### src/rtl/lzc_renorm_arbiter_pkg.sv
// Shared constants and payload types for the two-lane LZC renormalization arbiter.
package lzc_renorm_arbiter_pkg;

  localparam int unsigned LANES = 2;
  localparam int unsigned RNG_W = 16;
  localparam int unsigned D_W   = 4;
  localparam int unsigned ACC_W = 3;
  localparam int unsigned SUM_W = 5;
  localparam int unsigned BYT_W = SUM_W - ACC_W;

  typedef logic lane_t;

  typedef struct packed {
    lane_t            lane;
    logic [RNG_W-1:0] rng;
  } s1_t;

endpackage

### src/rtl/lzc_renorm_arbiter_lzc.sv
// 16-bit leading-zero counter; zero input reports d=0 with zero_c set.
module lzc_miao_16
  import lzc_renorm_arbiter_pkg::*;
(
  input  logic [RNG_W-1:0] rng,
  output logic [D_W-1:0]   d_c,
  output logic             zero_c
);

  // Ascending scan: the highest set bit is the last one to write d_c.
  always_comb begin
    d_c = '0;
    for (int i = 0; i < int'(RNG_W); i++) begin
      if (rng[i]) d_c = D_W'(int'(RNG_W) - 1 - i);
    end
  end

  assign zero_c = ~|rng;

endmodule

### src/rtl/lzc_renorm_arbiter.sv
// Round-robin two-lane front end sharing one LZC, with a 2-stage pipeline
// producing shift, normalized range and per-lane byte/bit accumulation.
module lzc_renorm_arbiter
  import lzc_renorm_arbiter_pkg::*;
#(
  parameter int unsigned WIDTH = 16
) (
  input  logic             clk,
  input  logic             rst_n,
  input  logic [LANES-1:0] req_valid,
  input  logic [WIDTH-1:0] req_rng0,
  input  logic [WIDTH-1:0] req_rng1,
  output logic [LANES-1:0] req_ready,
  input  logic [LANES-1:0] acc_clr,
  output logic             out_valid,
  input  logic             out_ready,
  output logic             out_lane,
  output logic [D_W-1:0]   out_d,
  output logic [WIDTH-1:0] out_rng,
  output logic             out_zero,
  output logic [BYT_W-1:0] out_bytes,
  output logic [ACC_W-1:0] out_acc
);

  lane_t            rr;
  logic             s1_valid;
  s1_t              s1;
  logic [ACC_W-1:0] acc [LANES];

  logic [LANES-1:0] grant_c;
  logic             s2_adv_c;
  logic             s1_load_c;
  logic             xfer_c;
  lane_t            gnt_lane_c;
  logic [D_W-1:0]   lzc_d_c;
  logic             lzc_zero_c;
  logic [ACC_W-1:0] base_c;
  logic [SUM_W-1:0] sum_c;

  // Round-robin grant: rr wins a tie, otherwise the single requester.
  always_comb begin
    grant_c = req_valid;
    if (&req_valid) grant_c = {rr, ~rr};
  end

  assign s2_adv_c   = s1_valid & (~out_valid | out_ready);
  assign s1_load_c  = ~s1_valid | s2_adv_c;
  assign req_ready  = grant_c & {LANES{s1_load_c & rst_n}};
  assign xfer_c     = |(req_valid & req_ready);
  assign gnt_lane_c = req_ready[1];

  lzc_miao_16 u_lzc (
    .rng    (s1.rng),
    .d_c    (lzc_d_c),
    .zero_c (lzc_zero_c)
  );

  // Zero input yields d=0, so the sum degenerates to the (possibly cleared) base.
  always_comb begin
    base_c = acc_clr[s1.lane] ? '0 : acc[s1.lane];
    sum_c  = SUM_W'(base_c) + SUM_W'(lzc_d_c);
  end

  always_ff @(posedge clk or negedge rst_n) begin
    if (!rst_n) begin
      rr       <= 1'b0;
      s1_valid <= 1'b0;
      s1       <= '0;
    end else begin
      if (xfer_c) rr <= ~gnt_lane_c;
      if (s1_load_c) begin
        s1_valid <= xfer_c;
        if (xfer_c) begin
          s1.lane <= gnt_lane_c;
          s1.rng  <= gnt_lane_c ? RNG_W'(req_rng1) : RNG_W'(req_rng0);
        end
      end
    end
  end

  always_ff @(posedge clk or negedge rst_n) begin
    if (!rst_n) begin
      for (int i = 0; i < int'(LANES); i++) acc[i] <= '0;
    end else begin
      for (int i = 0; i < int'(LANES); i++) begin
        if (s2_adv_c && (s1.lane == lane_t'(i))) acc[i] <= sum_c[ACC_W-1:0];
        else if (acc_clr[i])                     acc[i] <= '0;
      end
    end
  end

  // Output stage doubles as the second buffer slot; holds while stalled.
  always_ff @(posedge clk or negedge rst_n) begin
    if (!rst_n) begin
      out_valid <= 1'b0;
      out_lane  <= 1'b0;
      out_d     <= '0;
      out_rng   <= '0;
      out_zero  <= 1'b0;
      out_bytes <= '0;
      out_acc   <= '0;
    end else if (!out_valid || out_ready) begin
      out_valid <= s1_valid;
      if (s1_valid) begin
        out_lane  <= s1.lane;
        out_d     <= lzc_d_c;
        out_rng   <= WIDTH'(s1.rng << lzc_d_c);
        out_zero  <= lzc_zero_c;
        out_bytes <= sum_c[SUM_W-1:ACC_W];
        out_acc   <= sum_c[ACC_W-1:0];
      end
    end
  end

endmodule
### config.mk
export PLATFORM = sky130hd
export DESIGN_NAME = lzc_renorm_arbiter
export DESIGN_NICKNAME = d
export VERILOG_FILES = /design/src/rtl/lzc_renorm_arbiter_pkg.sv /design/src/rtl/lzc_renorm_arbiter_lzc.sv /design/src/rtl/lzc_renorm_arbiter.sv
export SDC_FILE = /design/constraint.sdc
export NUM_CORES = 1
export LEC_CHECK = 0
export BUFFER_PORTS_ARGS = -buffer_cell sky130_fd_sc_hd__buf_2
export CORE_MARGIN = 8
export CORE_UTILIZATION = 49
export DETAILED_ROUTE_END_ITERATION = 8
export PLACE_DENSITY = 0.76
export SYNTH_ARGS = -nofsm -noshare
export SYNTH_HDL_FRONTEND = slang
export SYNTH_SLANG_ARGS = --single-unit
### constraint.sdc
create_clock -name clk -period 2 [get_ports clk]
set_input_delay 0.3 -clock clk [delete_from_list [all_inputs] [get_ports clk]]
set_output_delay 0.3 -clock clk [all_outputs]
set_load 0.005 [all_outputs]
==> results.sh, run 1 <==
export IMPL_gp_congestion=0.9084
export IMPL_placeableCoreArea_um2=5956
export IMPL_port_buffers=68
export IMPL_worst_ep_required_time_ps=2230
export IMPL_ys_seq_elements=53
export IMPL_grt_pass1_vias=3045
export IMPL_grt_start_max_net_pins=54
export IMPL_antenna_found_initial=0
export IMPL_async_reset_ff_share_pct=100.0
export IMPL_ant_nets=0
export IMPL_yosysMostFrequentCell="nand2_1"
export IMPL_p_leak_uw=0.002177
export IMPL_dieWidth_um=94.61
export IMPL_arrival_ps=2550
export IMPL_clock_latency_ps=330
export IMPL_final_max_slew_viol_count=0
export IMPL_grt_use_total_pct=19.99
export IMPL_grt_overflow=0
export IMPL_cts_max_level=2
export IMPL_max_freq_mhz=432.1
export IMPL_wl_per_cell_um=19.19
export IMPL_syn_instance_count=332
export IMPL_fillers=358
export IMPL_crit_fanout=6
export IMPL_skew_ps=12.74
export IMPL_drt_iter0_markers=274
export IMPL_tightestPinTransition_ps=665.6
export IMPL_final_layout_size_suffix_gt1_share_pct=50.62
export IMPL_pin_count=69
export IMPL_cts_sinks=53
export IMPL_syn_cell_area_um2=3028
export IMPL_crit_path_start_kind="register"
export IMPL_firstDrtPassIters=5
export IMPL_grt_pass1_wl_um=14620
export IMPL_multi_input_area_um2=1959
export IMPL_cts_tree="done"
export IMPL_slew_headroom_pct=55.63
export IMPL_cts_hold_buffers=0
export IMPL_clockBufferDepth=2
export IMPL_start_util_pct=50.84
export IMPL_dp_cells=514
export IMPL_reg2regPathDepth=11
export IMPL_cts_root_buffer="clkbuf_8"
export IMPL_rows=28
export IMPL_regArea_um2=1340
export IMPL_die_h_um=94.61
export IMPL_path_class="reg2reg"
export IMPL_final_instance_count_excl_fill=557
export IMPL_nets=524
export IMPL_period_share_pct=115.7
export IMPL_die_area_um2=8951
export IMPL_vias=3204
export IMPL_rsz0062_at_grt="yes"
export IMPL_hpwl_um=6205
export IMPL_synth_area_per_cell_um2=9.120
export IMPL_crit_path_end_kind="register"
export IMPL_viasPerCell=5.752
export IMPL_hold_path_class="in2async"
export IMPL_synth_nets=375
export IMPL_synth_common_cells="70 x nand2_1, 53 x dfrtp_1, 26 x nor2_1, 24 x mux2i_1, 17 x a31oi_1"
export IMPL_yosys_area_top_type="dfrtp_1"
export IMPL_drc=0
export IMPL_max_cap_violations=0
export IMPL_diodes=0
export IMPL_synth_area_leaders="dfrtp_1 44%, nand2_1 8.7%, mux2i_1 7.9%, a31oi_1 3.5%, nor2_1 3.2%"
export IMPL_setup_tns_ps=-4701
export IMPL_yosysSeqAreaShare_pct=43.80
export IMPL_power_total_uw=6208
export IMPL_synth_top_area_share_pct=43.80
export IMPL_hold_violations=0
export IMPL_synth_ff_type="dfrtp_1"
export IMPL_yosys_warnings=0
export IMPL_fin_ws_ps=-314.1
export IMPL_syn_to_final_growth_pct=55.04
export IMPL_period_needed_ps=2314
export IMPL_run_status="finished, violations left"
export IMPL_synth_edf_count=0
export IMPL_ir_worst_vdd_uv=861.9
export IMPL_powerDensity_nw_per_um2=1322
export IMPL_ys_types=53
export IMPL_setup_viol=24
export IMPL_violations="setup timing"
export IMPL_cts_inserted_buffers=5
export IMPL_wl_um=10690
export IMPL_path_clk_slew_ps=110
==> cells in the final DEF (no fill, tap or decap), types with 4 or more instances in the layout <==
| cell | n |
|---|---|
| nand2b_1 | 9 |
| nor4_4 | 4 |
| a221o_1 | 5 |
| inv_2 | 4 |
| a31oi_1 | 17 |
| nor2_1 | 23 |
| buf_2 | 68 |
| mux2i_1 | 11 |
| nand3_1 | 4 |
| nor2_4 | 4 |
| a21oi_2 | 5 |
| buf_8 | 4 |
| a22oi_2 | 4 |
| clkbuf_8 | 5 |
| inv_1 | 6 |
| dfrtp_2 | 11 |
| o21ai_1 | 4 |
| dfrtp_1 | 42 |
| a22o_1 | 4 |
| buf_6 | 13 |
| mux2i_4 | 10 |
| nand2_1 | 69 |
| o21ai_0 | 11 |
| buf_4 | 72 |
==> area by class of cell <==
cell class,instances,area share [%]
flip-flops and latches,53,28.54
repair buffers,160,24.44
clock inverters,3,0.5330
inverters,14,1.279
well taps,75,1.999
multi-input cells,247,41.74
clock buffers,5,1.466
==> stage by stage <==
stage | worst slack, ps | util, % | hold slack (ps) | area [µm²]
finish | -314.1 | 78.82 | 92.16 | 4695
global route | -361.0 | 78.82 | 160.6 | 4695
CTS | -162.7 | 69.83 | 123.1 | 4159
detailed placement | -278.1 | 64.54 | 460.8 | 3844
global placement | -205.1 | 64.54 | 456.0 | 3844
floorplan | -63.38 | - | 4.409 | 3077
==> kinds of logic after synthesis <==
group,count (synthesis),synth area share [%]
fa+ha+maj,4,1.901
compound gates,78,18.55
mux,27,9.049
flops,53,43.80
xor+xnor,2,0.5786
simple gates,135,21.12
buf+inv,33,5.000
==> routing by layer <==
metal,part of all wire [%],track usage (%),vias to the layer above
li1,-,-,1481
met4,3.4,5.462,0
met5,0,0,-
met2,49,32.91,141
met1,41,26.45,1548
met3,6.1,3.413,34
==> registers in the layout, indices dropped and copies added, names as in the netlist <==
name and flops:
acc 6, out_acc 3, out_bytes 2, out_d 4, out_lane 1, out_rng 16
out_valid 1, out_zero 1, rr 1, s1 17, s1_valid 1
==> timing repair <==
item / in CTS / in global routing
buffers inserted: 11 / 23
setup endpoints to repair: 21 / 23
cloned: 1 / 0
pin swaps: 17 / 32
gates resized for setup: 26 / 82
==> worst max-delay path: stages, from the launching register on <==
cell and delay (ps):
dfrtp_2 490, nor3_2 270, o311ai_2 170, a21boi_1 170, buf_4 150, buf_6 140, buf_12 130, mux2i_4 270
buf_4 150, buf_4 90, nand2_1 60, o211ai_1 130
==> final timing paths <==
check,endpoint,from,slack (ps)
worst min register to register,out_lane,out_lane,480
min in group clk,rr,req_valid[1],180
worst min-delay path,out_valid,rst_n,90
worst max register to register,out_rng[14],s1[6],-310
max in group asynchronous,s1[6],rst_n,1440
worst max-delay path,out_rng[14],s1[6],-310
==> power breakdown <==
group,switching (µW),internal [µW]
clock network,401,254
registers,370,1440
logic,1770,1980
Note: power is estimated with default switching activity, not from simulation.
==> inputs of run 2 (changes only) <==
--- a/config.mk
+++ b/config.mk
@@ -6,10 +6,13 @@
 export NUM_CORES = 1
 export LEC_CHECK = 0
 export BUFFER_PORTS_ARGS = -buffer_cell sky130_fd_sc_hd__buf_2
+export CELL_PAD_IN_SITES_DETAIL_PLACEMENT = 0
+export CELL_PAD_IN_SITES_GLOBAL_PLACEMENT = 2
 export CORE_MARGIN = 8
-export CORE_UTILIZATION = 49
+export CORE_UTILIZATION = 29
 export DETAILED_ROUTE_END_ITERATION = 8
-export PLACE_DENSITY = 0.76
+export PLACE_DENSITY_LB_ADDON = 0.1
 export SYNTH_ARGS = -nofsm -noshare
 export SYNTH_HDL_FRONTEND = slang
 export SYNTH_SLANG_ARGS = --single-unit
+export TNS_END_PERCENT = 5
==> results.sh, run 2 (synthesis results as in run 1) <==
export IMPL_setup_viol=20
export IMPL_max_cap_violations=0
export IMPL_arrival_ps=2370
export IMPL_wl_um=8990
export IMPL_cts_inserted_buffers=5
export IMPL_die_area_um2=13970
export IMPL_crit_family="compound AO/OA/AOI/OAI gates"
export IMPL_cts_sinks=53
export IMPL_run_status="finished, violations left"
export IMPL_crit_chain="nor2_1, o31ai_2, a32oi_4, buf_12, mux2i_2, mux2i_1, a221o_1, a221o_1"
export IMPL_crit_path_end_kind="register"
export IMPL_gp_congestion=0.7767
export IMPL_fillers=1040
export IMPL_ir_worst_vdd_uv=407.3
export IMPL_slowest_delay_ps=450
export IMPL_antenna_found_initial=0
export IMPL_clockBufferDepth=2
export IMPL_skew_ps=9.153
export IMPL_cts_max_level=2
export IMPL_violations="setup timing"
export IMPL_firstDrtPassIters=5
export IMPL_tightestPinTransition_ps=681.0
export IMPL_worst_ep_required_time_ps=2190
export IMPL_slew_headroom_pct=54.60
export IMPL_top_regs="s1 (17), out_rng (16), acc (6)"
export IMPL_hold_path_class="in2async"
export IMPL_slowest_stage="dfrtp_2"
export IMPL_ant_nets=0
export IMPL_holdWs_ps=144.2
export IMPL_p_comb_share_pct=56.8
export IMPL_dp_cells=592
export IMPL_switchingPower_uw=2105
export IMPL_die_h_um=118.2
export IMPL_p_leak_uw=0.002132
export IMPL_hold_violations=0
export IMPL_largest_reg_flops=17
export IMPL_max_freq_mhz=458.7
export IMPL_crit_path_start_kind="register"
export IMPL_dieWidth_um=118.2
export IMPL_cts_root_buffer="clkbuf_8"
export IMPL_syn_to_final_growth_pct=46.94
export IMPL_grt_pass1_wl_um=15370
export IMPL_powerDensity_nw_per_um2=1213
export IMPL_nets=514
export IMPL_grt_overflow=0
export IMPL_crit_path_frequent_cell="a221o_1"
export IMPL_grt_use_total_pct=13.27
export IMPL_placeableCoreArea_um2=10230
export IMPL_sw_frac_of_total_pct=39.00
export IMPL_intPower_uw=3292
export IMPL_final_max_slew_viol_count=0
export IMPL_crit_fanout=6
export IMPL_drc=0
export IMPL_port_buffers=68
export IMPL_period_needed_ps=2180
export IMPL_mostFrequentLayoutCell="buf_4"
export IMPL_vias=2834
export IMPL_fin_ws_ps=-180.2
export IMPL_grt_pass1_vias=3058
export IMPL_cts_tree="done"
export IMPL_diodes=0
export IMPL_clockPowerShare_pct=11.3
export IMPL_cp_buffers_inverters=1
export IMPL_rrSetupSlack_ps=-180
export IMPL_rsz0062_at_grt="yes"
export IMPL_final_instance_count_excl_fill=608
export IMPL_layout_common_cells="74 x buf_4, 70 x nand2_1, 68 x buf_2, 45 x dfrtp_1, 26 x nor2_1"
export IMPL_path_class="reg2reg"
export IMPL_clock_latency_ps=310
export IMPL_p_seq_share_pct=31.9
export IMPL_period_share_pct=109.0
export IMPL_hpwl_um=7048
export IMPL_final_layout_size_suffix_gt1_share_pct=45.34
export IMPL_cts_hold_buffers=0
export IMPL_grt_start_max_net_pins=54
export IMPL_rows=37
export IMPL_top_register="s1"
export IMPL_wl_per_cell_um=14.79
export IMPL_pin_count=69
export IMPL_path_clk_slew_ps=110
export IMPL_drt_iter0_markers=143
export IMPL_viasPerCell=4.661
export IMPL_power_total_uw=5397
export IMPL_start_util_pct=29.60
run 2: cell count changes in the layout (fill, tap and decap cells not counted), sizes merged:
cell | previous run | this run
inv | 14 | 13
a32oi | 3 | 2
buf | 160 | 151
clkinv | 2 | 3
run 2: layout make-up:
cell class	count	area [µm²]	share of cell area, %
Clock buffer	5	68.82	1.547
Clock inverter	3	17.52	0.3937
Inverter	14	56.30	1.265
Multi-Input combinational cell	246	1782	40.04
Sequential cell	53	1336	30.03
Tap cell	136	170.2	3.825
Timing Repair Buffer	151	1018	22.89
run 2: repair_timing:
action	4_1_cts	5_1_grt
setup endpoints to repair	22	25
resized for setup	35	22
setup buffers	7	1
pin swaps	13	5
run 2: final timing paths:
path | startpoint | to | cells after the start
worst max-delay path | s1[5] | out_rng[13] | 8
max in group asynchronous | rst_n | s1[11] | 2
worst min register to register | out_acc[1] | out_acc[1] | 2
worst min-delay path | rst_n | acc[1] | 2
worst max register to register | s1[5] | out_rng[13] | 8
min in group clk | req_valid[1] | rr | 2
run 2: stage by stage:
step	utilization (%)	setup TNS (ps)	cell area (µm²)	setup WS (ps)
2_1_floorplan	-	-302.5	3077	-63.39
4_1_cts	42.53	-2622	4352	-202.7
5_1_grt	43.49	-4655	4449	-308.3
6_report	43.49	-2144	4449	-180.2
3_5_place_dp	39.56	-4729	4048	-388.5
3_3_place_gp	39.56	-4231	4048	-369.3
run 2: worst register-to-register path, delay by kind of cell, from the launching register on:
kind | cells | cell delay [ps]
DFF | 1 | 450
muxes | 2 | 380
AOI/OAI and AO/OA | 4 | 920
buffers and inverters | 1 | 160
and+or+nand+nor | 1 | 150
run 2: power groups by stage:
stage / logic, µW / clock network (µW) / registers, µW
6_report: 3070 / 610 / 1720
5_1_grt: 3370 / 668 / 1770
4_1_cts: 2930 / 645 / 1710
3_5_place_dp: 2600 / 0 / 1720
3_3_place_gp: 2590 / 0 / 1710
2_1_floorplan: 1390 / 0 / 1700
run 2: routing by layer:
metal	vias up	track usage, %	part of all wire (%)
met5	-	0	0
met4	0	3.122	0.57
met3	2	2.999	3.9
met2	59	21.71	46
met1	1319	17.42	49
li1	1454	-	-
==> inputs of run 3 (changes only) <==
--- a/config.mk
+++ b/config.mk
@@ -5,11 +5,13 @@
 export SDC_FILE = /design/constraint.sdc
 export NUM_CORES = 1
 export LEC_CHECK = 0
+export ABC_AREA = 1
+export ABC_CLOCK_PERIOD_IN_PS = 1950
 export BUFFER_PORTS_ARGS = -buffer_cell sky130_fd_sc_hd__buf_2
 export CELL_PAD_IN_SITES_DETAIL_PLACEMENT = 0
 export CELL_PAD_IN_SITES_GLOBAL_PLACEMENT = 2
 export CORE_MARGIN = 8
-export CORE_UTILIZATION = 29
+export CORE_UTILIZATION = 27
 export DETAILED_ROUTE_END_ITERATION = 8
 export PLACE_DENSITY_LB_ADDON = 0.1
 export SYNTH_ARGS = -nofsm -noshare
==> constraint.sdc (replaced) <==
create_clock -name clk -period 1.95 [get_ports clk]
set_input_delay 0.2925 -clock clk [delete_from_list [all_inputs] [get_ports clk]]
set_output_delay 0.2925 -clock clk [all_outputs]
set_load 0.005 [all_outputs]
==> results.sh, run 3 <==
export IMPL_final_max_slew_viol_count=0
export IMPL_placeableCoreArea_um2=11270
export IMPL_fin_util_pct=36.71
export IMPL_synth_compound_area_share_pct=10.67
export IMPL_port_buffers=68
export IMPL_synth_xor_area_share_pct=0.5677
export IMPL_synth_common_cells="108 x nand2_1, 80 x nand3_1, 53 x dfrtp_1, 39 x inv_1, 30 x nor2_1"
export IMPL_cts_hold_buffers=0
export IMPL_powerDensity_nw_per_um2=1269
export IMPL_drc=0
export IMPL_syn_to_final_growth_pct=34.10
export IMPL_synth_top_area_share_pct=42.98
export IMPL_max_cap_violations=0
export IMPL_run_status="finished, violations left"
export IMPL_cts_setup_buffers=0
export IMPL_pin_count=69
export IMPL_antenna_found_initial=0
export IMPL_worst_ep_required_time_ps=2180
export IMPL_ys_types=34
export IMPL_timing_rr_end="out_bytes[1]"
export IMPL_synth_nets=452
export IMPL_die_area_um2=15100
export IMPL_yosysSeqAreaShare_pct=42.98
export IMPL_firstDrtPassIters=5
export IMPL_cts_root_buffer="clkbuf_16"
export IMPL_syn_instance_count=409
export IMPL_hpwl_um=7086
export IMPL_synth_mux_area_share_pct=0
export IMPL_path_class="reg2reg"
export IMPL_yosys_area_share_simple_pct=35.20
export IMPL_largest_reg_flops=17
export IMPL_hold_path_class="in2async"
export IMPL_ir_worst_vdd_uv=388.5
export IMPL_ant_nets=0
export IMPL_synth_adder_area_share_pct=1.865
export IMPL_grt_overflow=0
export IMPL_tightestPinTransition_ps=665.6
export IMPL_clock_latency_ps=300
export IMPL_cts_inserted_buffers=5
export IMPL_yosys_area_top_type="dfrtp_1"
export IMPL_skew_ps=8.372
export IMPL_power_total_uw=5249
export IMPL_arrival_ps=2380
export IMPL_violations="setup timing"
export IMPL_period_share_pct=109.8
export IMPL_grt_pass1_vias=2985
export IMPL_cts_tree="done"
export IMPL_synth_ff_type="dfrtp_1"
export IMPL_viasPerCell=4.530
export IMPL_wl_um=8931
export IMPL_reg2regPathDepth=20
export IMPL_synth_edf_count=0
export IMPL_syn_cell_area_um2=3085
export IMPL_drt_iter0_markers=155
export IMPL_rsz0062_at_grt="yes"
export IMPL_rr_startpoint="s1[1]"
export IMPL_wl_per_cell_um=13.53
export IMPL_setup_viol=12
export IMPL_grt_start_max_net_pins=54
export IMPL_crit_fanout=2
export IMPL_period_needed_ps=2141
export IMPL_final_layout_size_suffix_gt1_share_pct=31.91
export IMPL_p_leak_uw=0.002135
export IMPL_max_freq_mhz=467.1
export IMPL_vias=2990
export IMPL_synth_top_family_by_area="simple AND/OR/NAND/NOR gates"
export IMPL_grt_use_total_pct=12.24
export IMPL_rows=39
export IMPL_dieWidth_um=122.9
export IMPL_synth_area_leaders="dfrtp_1 43%, nand2_1 13%, nand3_1 13%, inv_1 4.7%, nor2_1 3.6%"
export IMPL_diodes=0
export IMPL_synth_area_per_cell_um2=7.544
export IMPL_yosysMostFrequentCell="nand2_1"
export IMPL_cts_max_level=2
export IMPL_nets=559
export IMPL_mostFrequentLayoutCell="nand2_1"
export IMPL_rrSetupSlack_ps=-190
export IMPL_gp_congestion=0.7762
export IMPL_slew_headroom_pct=55.63
export IMPL_top_register="s1"
export IMPL_die_h_um=122.9
export IMPL_top_regs="s1 (17), out_rng (16), acc (6)"
export IMPL_yosys_warnings=0
export IMPL_layout_common_cells="107 x nand2_1, 74 x nand3_1, 68 x buf_2, 53 x dfrtp_1, 45 x buf_4"
export IMPL_crit_path_start_kind="register"
export IMPL_start_util_pct=27.37
export IMPL_fin_ws_ps=-191.0
export IMPL_path_clk_slew_ps=70
export IMPL_ys_seq_elements=53
export IMPL_async_reset_ff_share_pct=100.0
export IMPL_grt_pass1_wl_um=14870
export IMPL_crit_path_end_kind="register"
export IMPL_hold_violations=0
export IMPL_cts_sinks=53
export IMPL_clockBufferDepth=2
## run 3: cells by family (layout without fill, tap and decap cells)
logic type      Yosys count  count (layout)
simple gates            238             238
xor+xnor                  2               2
fa+ha+maj                 4               4
buf+inv                  61             169
compound gates           51              51
flops                    53              53
## run 3: area by class of cell
| type | instances | area [µm²] |
|---|---|---|
| multi-input cells | 295 | 1560 |
| well taps | 143 | 178.9 |
| clock buffers | 7 | 152.6 |
| inverters | 44 | 170.2 |
| repair buffers | 117 | 740.7 |
| flip-flops and latches | 53 | 1326 |
| fillers | 1206 | 7134 |
| clock inverters | 1 | 8.758 |
## run 3: where the power goes
| group | leakage [µW] | switching [µW] | internal [µW] | total [µW] |
|---|---|---|---|---|
| sequential | 0.000647 | 226 | 1480 | 1710 |
| clock | 0.0000805 | 409 | 552 | 961 |
| combinational | 0.00141 | 1460 | 1120 | 2580 |
## run 3: layer usage
layer / share of wire [%] / up-vias / GRT usage [%]
met1: 51 / 1345 / 17.18
met4: 1.1 / 0 / 3.656
met2: 43 / 71 / 18.18
li1: - / 1568 / -
met3: 5.8 / 6 / 2.968
met5: 0 / - / 0
## run 3: what timing repair did
action,CTS,global route
resized for setup,8,14
endpoints found under the setup margin,22,27
pin swaps,5,1
## run 3: worst max path at each step
stage                from            to  slack [ps]
global placement    s1[1]    out_acc[2]        -180
finish              s1[1]  out_bytes[1]        -190
global route        s1[0]  out_bytes[0]        -400
floorplan           s1[1]        acc[5]        -260
CTS                 s1[1]        acc[5]        -210
detailed placement  s1[1]        acc[2]        -240
## run 3: critical path, stage by stage, from the launching register on
cell and delay [ps]:
dfrtp_1 390, inv_2 70, nand2_2 40, nand2_1 50
nand2_1 40, nand2_1 50, nand2_1 50, nand2_1 50
nand2_1 40, nand2_1 50, nand2_1 40, nand2_1 50
nand2_1 50, nand2_2 80, nand2_4 50, nand2_4 80
ha_4 130, inv_2 30, fa_2 350, o21ai_0 220
a22o_1 150
## run 3: metrics by stage
stage                     std cells  TNS (ps)  hold WS, ps  cell area, µm²  setup slack (ps)
after detailed placement        652     -1939        462.8            3911            -237.3
after CTS                       660     -2008        225.8            4084            -205.4
after floorplan                 409     -1809       -3.091            3100            -259.3
after global placement          652     -1587        458.4            3911            -180.9
final                           660     -1327        207.9            4138            -191.0
after global routing            660     -6115        247.5            4138            -397.2
